`config.mk`:
```
export PLATFORM = sky130hd
export DESIGN_NAME = serial_tx_flat
export DESIGN_NICKNAME = d
export VERILOG_FILES = /design/src/rtl/serial_pkg.sv /design/src/rtl/serial_tx_if.sv /design/src/rtl/serial_tx_bit_timer.sv /design/src/rtl/serial_tx.sv /design/src/flat_wrapper.sv
export SDC_FILE = /design/constraint.sdc
export NUM_CORES = 1
export LEC_CHECK = 0
export CAP_MARGIN = 20
export CORE_ASPECT_RATIO = 1.75
export CORE_MARGIN = 5
export CORE_UTILIZATION = 35
export DETAILED_ROUTE_END_ITERATION = 16
export PLACE_DENSITY = 0.64
export SETUP_SLACK_MARGIN = 0.15
export SLEW_MARGIN = 15
export SYNTH_ARGS = -nofsm -noshare
export SYNTH_HDL_FRONTEND = slang
export SYNTH_SLANG_ARGS = --single-unit
export TNS_END_PERCENT = 20
```
`constraint.sdc`:
```
create_clock -name C -period 3.8 [get_ports C]
set_input_delay 0.76 -clock C [delete_from_list [all_inputs] [get_ports C]]
set_output_delay 0.76 -clock C [all_outputs]
set_load 0.01 [all_outputs]
```
`src/rtl/serial_pkg.sv`:
```
// -----------------------------------------------------------------------------
// serial_pkg
// Shared definitions for the serial line transmitter and its matching receiver.
//
// Contents:
//   state_e         2-bit frame state encoding (IDLE, START, DATA, STOP)
//   FRAME_OVERHEAD  number of non-data bits per frame (one start, one stop)
//   LINE_IDLE       level of the serial line when nothing is being sent
//   frame_cycles()  total clock cycles occupied by one frame
// -----------------------------------------------------------------------------
package serial_pkg;

  typedef enum logic [1:0] {
    IDLE  = 2'd0,
    START = 2'd1,
    DATA  = 2'd2,
    STOP  = 2'd3
  } state_e;

  localparam int   FRAME_OVERHEAD = 2;
  localparam logic LINE_IDLE      = 1'b1;

  // Cycles from the accept edge until the line is ready for the next word.
  function automatic int frame_cycles(input int div, input int width);
    return (width + FRAME_OVERHEAD) * div;
  endfunction

endpackage

```
`src/rtl/serial_tx_if.sv`:
```
// -----------------------------------------------------------------------------
// serial_tx_if
// Handshake and line signals of the serial transmitter.
//
// Signals:
//   load   request to transmit din (producer -> transmitter)
//   din    parallel data word, WIDTH bits (producer -> transmitter)
//   ready  transmitter idle and able to accept load
//   Q      serial line, idle-high
//   Qbar   complement of Q
//
// Modports:
//   master  the word producer (testbench or upstream logic)
//   slave   the transmitter
// -----------------------------------------------------------------------------
interface serial_tx_if #(
  parameter int WIDTH = 8
);

  logic             load;
  logic [WIDTH-1:0] din;
  logic             ready;
  logic             Q;
  logic             Qbar;

  modport master (
    output load,
    output din,
    input  ready,
    input  Q,
    input  Qbar
  );

  modport slave (
    input  load,
    input  din,
    output ready,
    output Q,
    output Qbar
  );

endinterface

```
`src/rtl/serial_tx_bit_timer.sv`:
```
// -----------------------------------------------------------------------------
// bit_timer
// Modulo-DIV cycle counter that marks the last cycle of every serial bit.
//
// Ports:
//   C         system clock, rising edge
//   Rbar      asynchronous active-low reset
//   clear_i   restart the bit time; the cycle after clear is count 0
//   enable_i  count while a frame is on the line
//   tick_o    high for one cycle: the last cycle of the current bit time
// -----------------------------------------------------------------------------
module bit_timer #(
  parameter int DIV = 4
) (
  input  logic C,
  input  logic Rbar,
  input  logic clear_i,
  input  logic enable_i,
  output logic tick_o
);

  // A one-bit counter is kept for DIV=1 so the vector stays legal; it then
  // sits at zero and every enabled cycle is a tick.
  localparam int            CW   = (DIV > 1) ? $clog2(DIV) : 1;
  localparam logic [CW-1:0] LAST = CW'(DIV - 1);

  logic [CW-1:0] count_q;
  logic [CW-1:0] count_d;

  always_comb begin
    count_d = count_q;
    if (clear_i) begin
      count_d = '0;
    end else if (enable_i) begin
      count_d = (count_q == LAST) ? '0 : count_q + 1'b1;
    end
  end

  always_ff @(posedge C or negedge Rbar) begin
    if (!Rbar) begin
      count_q <= '0;
    end else begin
      count_q <= count_d;
    end
  end

  // A clear on the same cycle means a new frame is starting, not a bit ending.
  assign tick_o = enable_i && !clear_i && (count_q == LAST);

endmodule

```
`src/rtl/serial_tx.sv`:
```
// -----------------------------------------------------------------------------
// serial_tx
// Parallel-to-serial transmitter: one start bit (0), WIDTH data bits LSB
// first, one stop bit (1); every bit is held for DIV clock cycles.
//
// Parameters:
//   DIV    clock cycles per serial bit (1..255)
//   WIDTH  data bits per frame (1..16)
//
// Ports:
//   C     system clock, rising edge
//   Rbar  asynchronous active-low reset; aborts any frame in progress
//   bus   serial_tx_if slave: load/din in, ready/Q/Qbar out
//
// Timing: the start bit appears on the line from the accept edge, the frame
// lasts (WIDTH+2)*DIV cycles, and ready returns high for the cycle after the
// stop bit, where the next load may already be accepted.
// -----------------------------------------------------------------------------
module serial_tx
  import serial_pkg::*;
#(
  parameter int DIV   = 4,
  parameter int WIDTH = 8
) (
  input  logic C,
  input  logic Rbar,
  serial_tx_if.slave bus
);

  localparam logic [1:0] S_IDLE  = IDLE;
  localparam logic [1:0] S_START = START;
  localparam logic [1:0] S_DATA  = DATA;
  localparam logic [1:0] S_STOP  = STOP;

  // Holds the count of data bits already placed on the line, so it must be
  // able to represent WIDTH itself (16 needs five bits).
  localparam int             BCW      = $clog2(WIDTH + 1);
  localparam logic [BCW-1:0] BITS_ALL = BCW'(WIDTH);

  logic [1:0]       state_q,   state_d;
  logic [WIDTH-1:0] shift_q,   shift_d;
  logic [BCW-1:0]   bit_cnt_q, bit_cnt_d;
  logic             line_q,    line_d;
  logic             ready_q,   ready_d;

  logic accept;
  logic tick;

  assign accept = bus.load && ready_q;

  bit_timer #(
    .DIV (DIV)
  ) u_bit_timer (
    .C        (C),
    .Rbar     (Rbar),
    .clear_i  (accept),
    .enable_i (state_q != S_IDLE),
    .tick_o   (tick)
  );

  // Next line level is decided one edge ahead, so Q and ready come straight
  // from flops and never depend combinationally on load or din.
  always_comb begin
    state_d   = state_q;
    shift_d   = shift_q;
    bit_cnt_d = bit_cnt_q;
    line_d    = line_q;
    ready_d   = ready_q;

    case (state_q)
      S_IDLE: begin
        if (accept) begin
          shift_d   = bus.din;
          bit_cnt_d = '0;
          line_d    = 1'b0;
          ready_d   = 1'b0;
          state_d   = S_START;
        end
      end

      S_START: begin
        if (tick) begin
          line_d    = shift_q[0];
          shift_d   = shift_q >> 1;
          bit_cnt_d = BCW'(1);
          state_d   = S_DATA;
        end
      end

      S_DATA: begin
        if (tick) begin
          if (bit_cnt_q == BITS_ALL) begin
            line_d  = LINE_IDLE;
            state_d = S_STOP;
          end else begin
            line_d    = shift_q[0];
            shift_d   = shift_q >> 1;
            bit_cnt_d = bit_cnt_q + 1'b1;
          end
        end
      end

      S_STOP: begin
        if (tick) begin
          ready_d = 1'b1;
          state_d = S_IDLE;
        end
      end

      default: begin
        line_d  = LINE_IDLE;
        ready_d = 1'b1;
        state_d = S_IDLE;
      end
    endcase
  end

  always_ff @(posedge C or negedge Rbar) begin
    if (!Rbar) begin
      state_q   <= S_IDLE;
      shift_q   <= '0;
      bit_cnt_q <= '0;
      line_q    <= LINE_IDLE;
      ready_q   <= 1'b1;
    end else begin
      state_q   <= state_d;
      shift_q   <= shift_d;
      bit_cnt_q <= bit_cnt_d;
      line_q    <= line_d;
      ready_q   <= ready_d;
    end
  end

  assign bus.Q     = line_q;
  assign bus.Qbar  = ~line_q;
  assign bus.ready = ready_q;

endmodule
```
`src/flat_wrapper.sv`:
```
// flat-port wrapper written by rule: the top's interface ports become plain ports
module serial_tx_flat import serial_pkg::*;
#(
  parameter int DIV   = 4,
  parameter int WIDTH = 8
)
  (C, Rbar, bus_load, bus_din, bus_ready, bus_Q, bus_Qbar);
  serial_tx_if #(.WIDTH(WIDTH)) bus_i ();
  input  logic C;
  input  logic Rbar;
  input wire logic [$bits(bus_i.load)-1:0] bus_load;
  input wire logic [$bits(bus_i.din)-1:0] bus_din;
  output wire logic [$bits(bus_i.ready)-1:0] bus_ready;
  output wire logic [$bits(bus_i.Q)-1:0] bus_Q;
  output wire logic [$bits(bus_i.Qbar)-1:0] bus_Qbar;
  assign bus_i.load = bus_load;
  assign bus_i.din = bus_din;
  assign bus_ready = bus_i.ready;
  assign bus_Q = bus_i.Q;
  assign bus_Qbar = bus_i.Qbar;
  serial_tx #(.DIV(DIV), .WIDTH(WIDTH)) u_core (.C(C), .Rbar(Rbar), .bus(bus_i));
endmodule
```
**Word level (Yosys, flattened, before mapping)**

Cells that the tools add are included.
W data, S select, Z words.

- Flip-flop bits (word level): 18

- Add/sub/neg operators: 2
- Eq/ne operators: 11
- Muxes and demuxes: 26
- Bitwise logic cells: 1
- Reductions and logical operators: 13

Operators by type and width:

| operator | count |
|---|---|
| $mux W8 | 4 |
| $pmux W8 S3 | 1 |
| $mux W2 | 8 |
| $mux W4 | 4 |
| $pmux W4 S3 | 1 |
| $reduce_and A5 Y1 | 2 |
| $ne A2 B1 Y1 const B | 4 |
| $pmux W2 S4 | 1 |
| $eq A2 B2 Y1 const B | 3 |
| $reduce_bool A2 Y1 | 3 |
| $mux W1 | 5 |
| $add A4 B1 Y4 const B | 1 |
| $eq A4 B4 Y1 const B | 1 |
| $ne A2 B2 Y1 const B | 2 |
| $reduce_and A4 Y1 | 1 |
| $logic_and A1 B1 Y1 | 3 |
| $pmux W1 S3 | 1 |
| $reduce_and A3 Y1 | 1 |
| $reduce_bool A3 Y1 | 1 |
| $add A2 B1 Y2 const B | 1 |
| $eq A2 B1 Y1 const B | 1 |
| $logic_not A2 Y1 | 1 |
| $pmux W1 S2 | 1 |
| $logic_not A1 Y1 | 1 |
| $not A1 Y1 | 1 |

**Longest topological paths before layout**

Gate-level depths: netlist of run 1.

- Depth after elaboration: 6
- Gate-level depth with buffers: 7
- Mapped depth without buffers: 6

**Cells and area by module**

From an unflattened synthesis of run 1, not the netlist that was laid out.

- Cell total of the unflattened synthesis: 95
- Area total of the unflattened synthesis: 1103.6 µm²

Modules (own cells, without submodules):

| module | times used | cells an instance | area each (µm²) | seq. area each (µm²) |
|---|---|---|---|---|
| serial_tx | 1 | 85 | 996.0 | 402.9 |
| bit_timer | 1 | 10 | 107.6 | 50.0 |

**Worst setup path before layout of run 1**

OpenSTA, ideal clock, no wires.

- Kind: in2reg
- Start point: in bus_load
- End point: reg u_core.bit_cnt_q[3]
- Setup time: 69 ps
- Arrival: 1865 ps
- Required time: 3731 ps
- Slack: 1866 ps
- Stages on the path: 4
- Path through: a21bo_1 -> a211o_1 -> or4_1 -> nand3_1

- Cells in the longest elaborated chain, start to end: 6

RTL lines:

| item | line | source |
|---|---|---|
| start: declaration | flat_wrapper.sv:11 | `input wire logic [$bits(bus_i.load)-1:0] bus_load;` |
| $logic_and A1 B1 Y1 * | serial_tx.sv:49 | `assign accept = bus.load && ready_q;` |
| $logic_not A1 Y1 | serial_tx_bit_timer.sv:48 | `assign tick_o = enable_i && !clear_i && (count_q == LAST);` |
| $logic_and A1 B1 Y1 (2 in a row) | serial_tx_bit_timer.sv:48 |  |
| $ne A2 B1 Y1 (no line) | n/a |  |
| $reduce_and A5 Y1 (no line) * | n/a |  |
| end signal: assignment | serial_tx.sv:128 | `bit_cnt_q <= bit_cnt_d;` |
| end: declaration | serial_tx.sv:42 | `logic [BCW-1:0] bit_cnt_q, bit_cnt_d;` |

Every way passes the cells marked *; elsewhere a longest branch is shown, timed or not.
A chain may end at the register's enable or synchronous reset.

**Worst setup path after layout of run 1**

Same ends and word-level chain as after synthesis.

==> flow_metrics.tcl, run 1 <==
set metrics [dict create \
    antenna_cells 0 \
    ys_types 31 \
    cp_cell_sequence "clkdlybuf4s50_1 > a21bo_1 > a211o_1 > or4_1 > nand3_1" \
    clk_path_buf_depth 2 \
    slowest_stage "or4_1" \
    vdd_drop_max_v 0.000589 \
    timing.final.crit_share_pct 59.5 \
    postSynthCellCount 96 \
    yosysWarnings 0 \
    synth_area_leader_cell "dfrtp_1" \
    use_met1_pct 10.9 \
    gp_congestion 0.717 \
    rows 25 \
    crit_fanout 6 \
    hp-class "reg -> reg" \
    antenna_found_initial 0 \
    drt-initial-drc-count 19 \
    critPathKind "in -> reg" \
    synthFlopType "dfrtp_1" \
    die_y_um 80.0 \
    start_kind "primary input" \
    cts_resized 0 \
    die_w_um 50.0 \
    wl_per_cell_um 12.4 \
    max-slew-margin-rel_pct 46.5 \
    grt.overflow.total 0 \
    wirelength_um 1700 \
    setup_viol 0 \
    hold_ws_ps 485 \
    critical_path.max_stage_delay_ps 510 \
    rsz0062_at_grt "false" \
    period_needed_ps 2260 \
    startpoint "bus_load" \
    dp.final_hpwl_um 1290 \
    syn_avg_cell_area_um2 10.2 \
    synth_common_cells "16 x dfrtp_1, 11 x a21oi_1, 8 x mux2i_1, 8 x nor2_1" \
    start_util_pct 36.5 \
    grt_pass1_wl_um 3080 \
    coreArea_um2 2690 \
    crit_arrival_ps 2440 \
    synth_fp_nets 114 \
    critPathBufInv 1 \
    postRouteAntennaNets 0 \
    grt_usage_pct 9.53 \
    postCtsSetupBuffers 0 \
    first_pass_iters 4 \
    clk_root_buffer_cell "clkbuf_8" \
    cts_max_level 1 \
    hold_viol 0 \
    cp_top_family "compound AO/OA/AOI/OAI gates" \
    power.density_nw_per_um2 859 \
    synth_most_common_cell "dfrtp_1" \
    cts_buffers 3 \
    grt_max_degree 21 \
    drc_errors 0 \
    syn_to_final_growth_pct 20.4 \
    yosys-top-cells-area "dfrtp_1 41%, ha_1 8.9%, mux2i_1 8.2%, a21oi_1 5.6%, dfstp_2 5.4%" \
    clk_latency_ps 240 \
    vias_per_cell 5.30 \
    vias 726 \
    top_level_ports 14 \
    cts_sinks 18 \
    met2_usage_pct 17.1 \
    drive_gt1_share_pct 10.0 \
    portBuffers 13 \
    yosysTopAreaCellShare_pct 40.8 \
    met3_usage_pct 1.68 \
    clock_skew_ps 1.81 \
    yosysSeqAreaShare_pct 46.2 \
    grt_pass1_vias 730 \
    nNetsFinal 130 \
    synth_edf_count 0 \
    async_reset_ff_share_pct 100 \
    die_area_um2 4000 \
    cts_tree "done" \
    tightestPinTransition_ps 800 \
    grt.busiest_layer "met2" \
    crit_required_ps 3980 \
    worstHoldStart "u_core.bus.Q" \
    holdBufCountCts 0 \
    ys_ff_latch 18 \
    endpoint_kind "flip-flop" \
    reg2reg_from "u_core.state_q[0]" \
    drv_cap 0 \
    clock.fmax_ghz 0.442 \
    status "complete, no violations" \
    synth_area_um2 981 \
    leakagePower_uw 0.000521 \
    path_clk_slew_ps 60 \
    drv_slew 0 \
    fin_tns_setup_ps 0 \
]
==> layout by cell type (no fill, tap or decap), drive strengths merged, types with 2 or more instances in the layout <==
master         instances
dfrtp                 16
clkdlybuf4s50         13
a21oi                 11
mux2i                  8
nor2                   8
o21ai                  8
inv                    7
ha                     7
nand2                  3
nand3                  3
clkbuf                 3
nand3b                 2
nand4                  2
dfstp                  2
==> layout make-up <==
type                    count  area (µm²)
inverters                   7        26.3
repair buffers             14         138
flip-flops and latches     18         453
multi-input cells          68         489
clock buffers               3        41.3
well taps                  27        33.8
fillers                   257        1510
==> kinds of logic after synthesis <==
logic type / count (synthesis) / share of synthesized area (%)
compound gates: 28 / 18.2
simple gates: 24 / 13.4
flops: 18 / 46.2
buf+inv: 10 / 3.95
mux: 9 / 9.31
fa+ha+maj: 7 / 8.93
==> per-layer routing <==
metal	share of wire (%)	vias to the layer above
met3	4.2	2
li1	-	374
met5	0	-
met4	0.35	0
met2	51	12
met1	44	338
==> state kept, by name, summed over array words and instances (netlist names) <==
register	cells
u_core.bus.Q	1
u_core.bus.ready	1
u_core.bit_cnt_q	4
u_core.u_bit_timer.count_q	2
u_core.shift_q	8
u_core.state_q	2
==> per-stage QoR <==
stage | util [%] | setup WS [ps] | power, µW | cell area, µm² | cells
4_1_cts | 43.9 | 1540 | 1040 | 1180 | 137
2_1_floorplan | - | 1870 | 773 | 981 | 96
3_5_place_dp | 42.4 | 1290 | 905 | 1140 | 134
3_3_place_gp | 42.4 | 1320 | 889 | 1140 | 134
5_1_grt | 43.9 | 1440 | 1120 | 1180 | 137
6_report | 43.9 | 1540 | 1010 | 1180 | 137
==> worst reg2reg max path, cell delays in order (launching register included) <==
cell and delay, ps:
dfrtp_1 390, inv_1 80, ha_1 290, or2_4 280, o21a_1 180, a211oi_1 310
mux2_2 380
==> worst paths after layout <==
path,end,slack [ps],depth (start not counted)
max in group asynchronous,u_core.state_q[0],2320,1
setup reg to reg,u_core.state_q[1],1780,6
hold / removal,u_core.bus.Q,480,2
setup / recovery,u_core.bit_cnt_q[3],1540,5
min in group asynchronous,u_core.bit_cnt_q[3],980,1
hold reg to reg,u_core.bus.Q,480,2
==> where the power goes <==
part           switching [µW]  internal (µW)  leakage [µW]
Sequential               50.1            278      0.000215
Clock                    56.4           70.2     0.0000216
Combinational             295            264      0.000285
Total                     402            612      0.000521
No activity file was read; power rests on OpenSTA's default activity.
==> run 2, diff against run 1 <==
Settings changed: PLACE_DENSITY 0.64 to 0.66.
Clock period 3.8 ns to 1.93 ns, I/O delays scaled along.
==> run 2 against run 1 <==
Compared with the run above:
- first-iteration DRC count is 21% lower
- sequential share of layout area is 3.8 points lower
- worst setup slack worse by 1400 ps
- register-to-register slack got worse by 1600 ps
- global-route usage up 1.3 points
- design area increased by 11%
- final cell count up 8.0%
- largest cell class unchanged
- highest routed layer unchanged
==> flow_metrics.tcl, run 2 (synthesized netlist as in run 1, its figures left out) <==
set metrics [dict create \
    regMostFlops "u_core.shift_q" \
    vias_per_cell 5.48 \
    cts_tree "done" \
    grt.overflow.total 0 \
    vias 811 \
    endpoint_kind "flip-flop" \
    critPathKind "reg -> reg" \
    wl_per_cell_um 14.2 \
    leakagePower_uw 0.000578 \
    clk_root_buffer_cell "clkbuf_8" \
    top_regs "u_core.shift_q x8, u_core.bit_cnt_q x4" \
    final_area_um2 1320 \
    antenna_found_initial 0 \
    grt_pass1_wl_um 3340 \
    cts_sinks 18 \
    clock.fmax_ghz 0.556 \
    fill_cells 260 \
    nNetsFinal 141 \
    gp_congestion 0.760 \
    die_y_um 80.0 \
    drv_slew 0 \
    portBuffers 13 \
    setup_viol 0 \
    period_needed_ps 1800 \
    drive_gt1_share_pct 24.8 \
    grt_usage_pct 10.9 \
    power.density_nw_per_um2 1800 \
    die_area_um2 4000 \
    postRouteAntennaNets 0 \
    crit_fanout 4 \
    timing.final.crit_share_pct 93.1 \
    top_level_ports 14 \
    drv_cap 0 \
    layout.cells.non_filler 148 \
    vdd_drop_max_v 0.00106 \
    drc_errors 0 \
    max-slew-margin-rel_pct 70.8 \
    use_met1_pct 11.1 \
    grt_max_degree 19 \
    first_pass_iters 4 \
    start_util_pct 36.5 \
    hold_ws_ps 452 \
    cts_max_level 1 \
    fin_tns_setup_ps 0 \
    path_clk_slew_ps 70 \
    placed_area_um2 1210 \
    clk_path_buf_depth 2 \
    clock_skew_ps 2.11 \
    start_kind "flip-flop" \
    wirelength_um 2110 \
    cts_buffers 3 \
    hold_viol 0 \
    dp_cells 141 \
    grt.busiest_layer "met2" \
    drt-initial-drc-count 15 \
    rows 25 \
    syn_to_final_growth_pct 34.2 \
    met3_usage_pct 2.62 \
    clk_latency_ps 250 \
    tightestPinTransition_ps 437 \
    crit_required_ps 2120 \
    antenna_cells 0 \
    layout_commonest_cell "dfrtp_1" \
    status "complete, no violations" \
    hp-class "in -> async" \
    die_w_um 50.0 \
    met2_usage_pct 18.1 \
    coreArea_um2 2690 \
    largest_register_ffs 8 \
    dp.final_hpwl_um 1480 \
    grt_pass1_vias 784 \
    crit_arrival_ps 1990 \
    rsz0062_at_grt "true" \
    final_cell_mix "15 x dfrtp_1, 13 x clkdlybuf4s50_1, 12 x buf_4, 11 x a21oi_1" \
]
-- run 2: cell count changes in the layout (fill, tap and decap cells not counted), moves of 2 or more --
cell,change
buf_4,+11
ha_1,-2
ha_4,+2
inv_1,-2
inv_2,+2
-- run 2: area by class of cell --
cell class	instances	area (µm²)	area share, %
Multi-Input combinational cell	68	541	41.1
Tap cell	27	33.8	2.57
Timing Repair Buffer	25	220	16.7
Sequential cell	18	454	34.5
Inverter	7	26.3	2.00
Clock buffer	3	41.3	3.14
-- run 2: metal layers --
layer	wire [µm]	vias to the layer above
met2	1120	25
met4	68	0
met1	814	384
met3	102	6
li1	-	396
met5	0	-
-- run 2: stage by stage --
stage	setup slack, ps	total power (µW)	utilization, %
floorplan	120	1550	-
global placement	-27.6	1870	44.9
detailed placement	-59.9	1910	44.9
CTS	112	2310	47.8
global route	68.7	2550	48.9
finish	132	2370	48.9
-- run 2: worst paths after layout --
path,start,to,slack (ps),cells past startpoint
max in group asynchronous,Rbar,u_core.bus.ready,1220,2
max reg2reg,u_core.state_q[1],u_core.bit_cnt_q[3],130,6
min in group C,u_core.bus.Q,u_core.bus.Q,490,2
min,Rbar,u_core.bit_cnt_q[1],450,2
max,u_core.state_q[1],u_core.bit_cnt_q[3],130,6
min reg2reg,u_core.bus.Q,u_core.bus.Q,490,2
-- run 2: repair_timing --
item	in CTS	in global routing
gates resized for setup	6	8
gates cloned	2	0
buffers inserted	1	1
hold buffers	0	0
pin swaps	2	2
setup endpoints to repair	14	15
-- run 2: power breakdown --
part | switching [µW] | leakage [µW] | total [µW] | internal [µW]
logic | 704 | 0.000342 | 1430 | 727
registers | 118 | 0.000213 | 668 | 550
clock network | 128 | 0.0000216 | 267 | 139
total | 950 | 0.000578 | 2370 | 1410
-- run 2: worst max-delay path, cell delays in order (launching register included) --
cell     delay [ps]
dfrtp_1         430
inv_2            80
ha_4            160
or2_4           270
a211o_1         320
or4_1           410
nand3_1          80
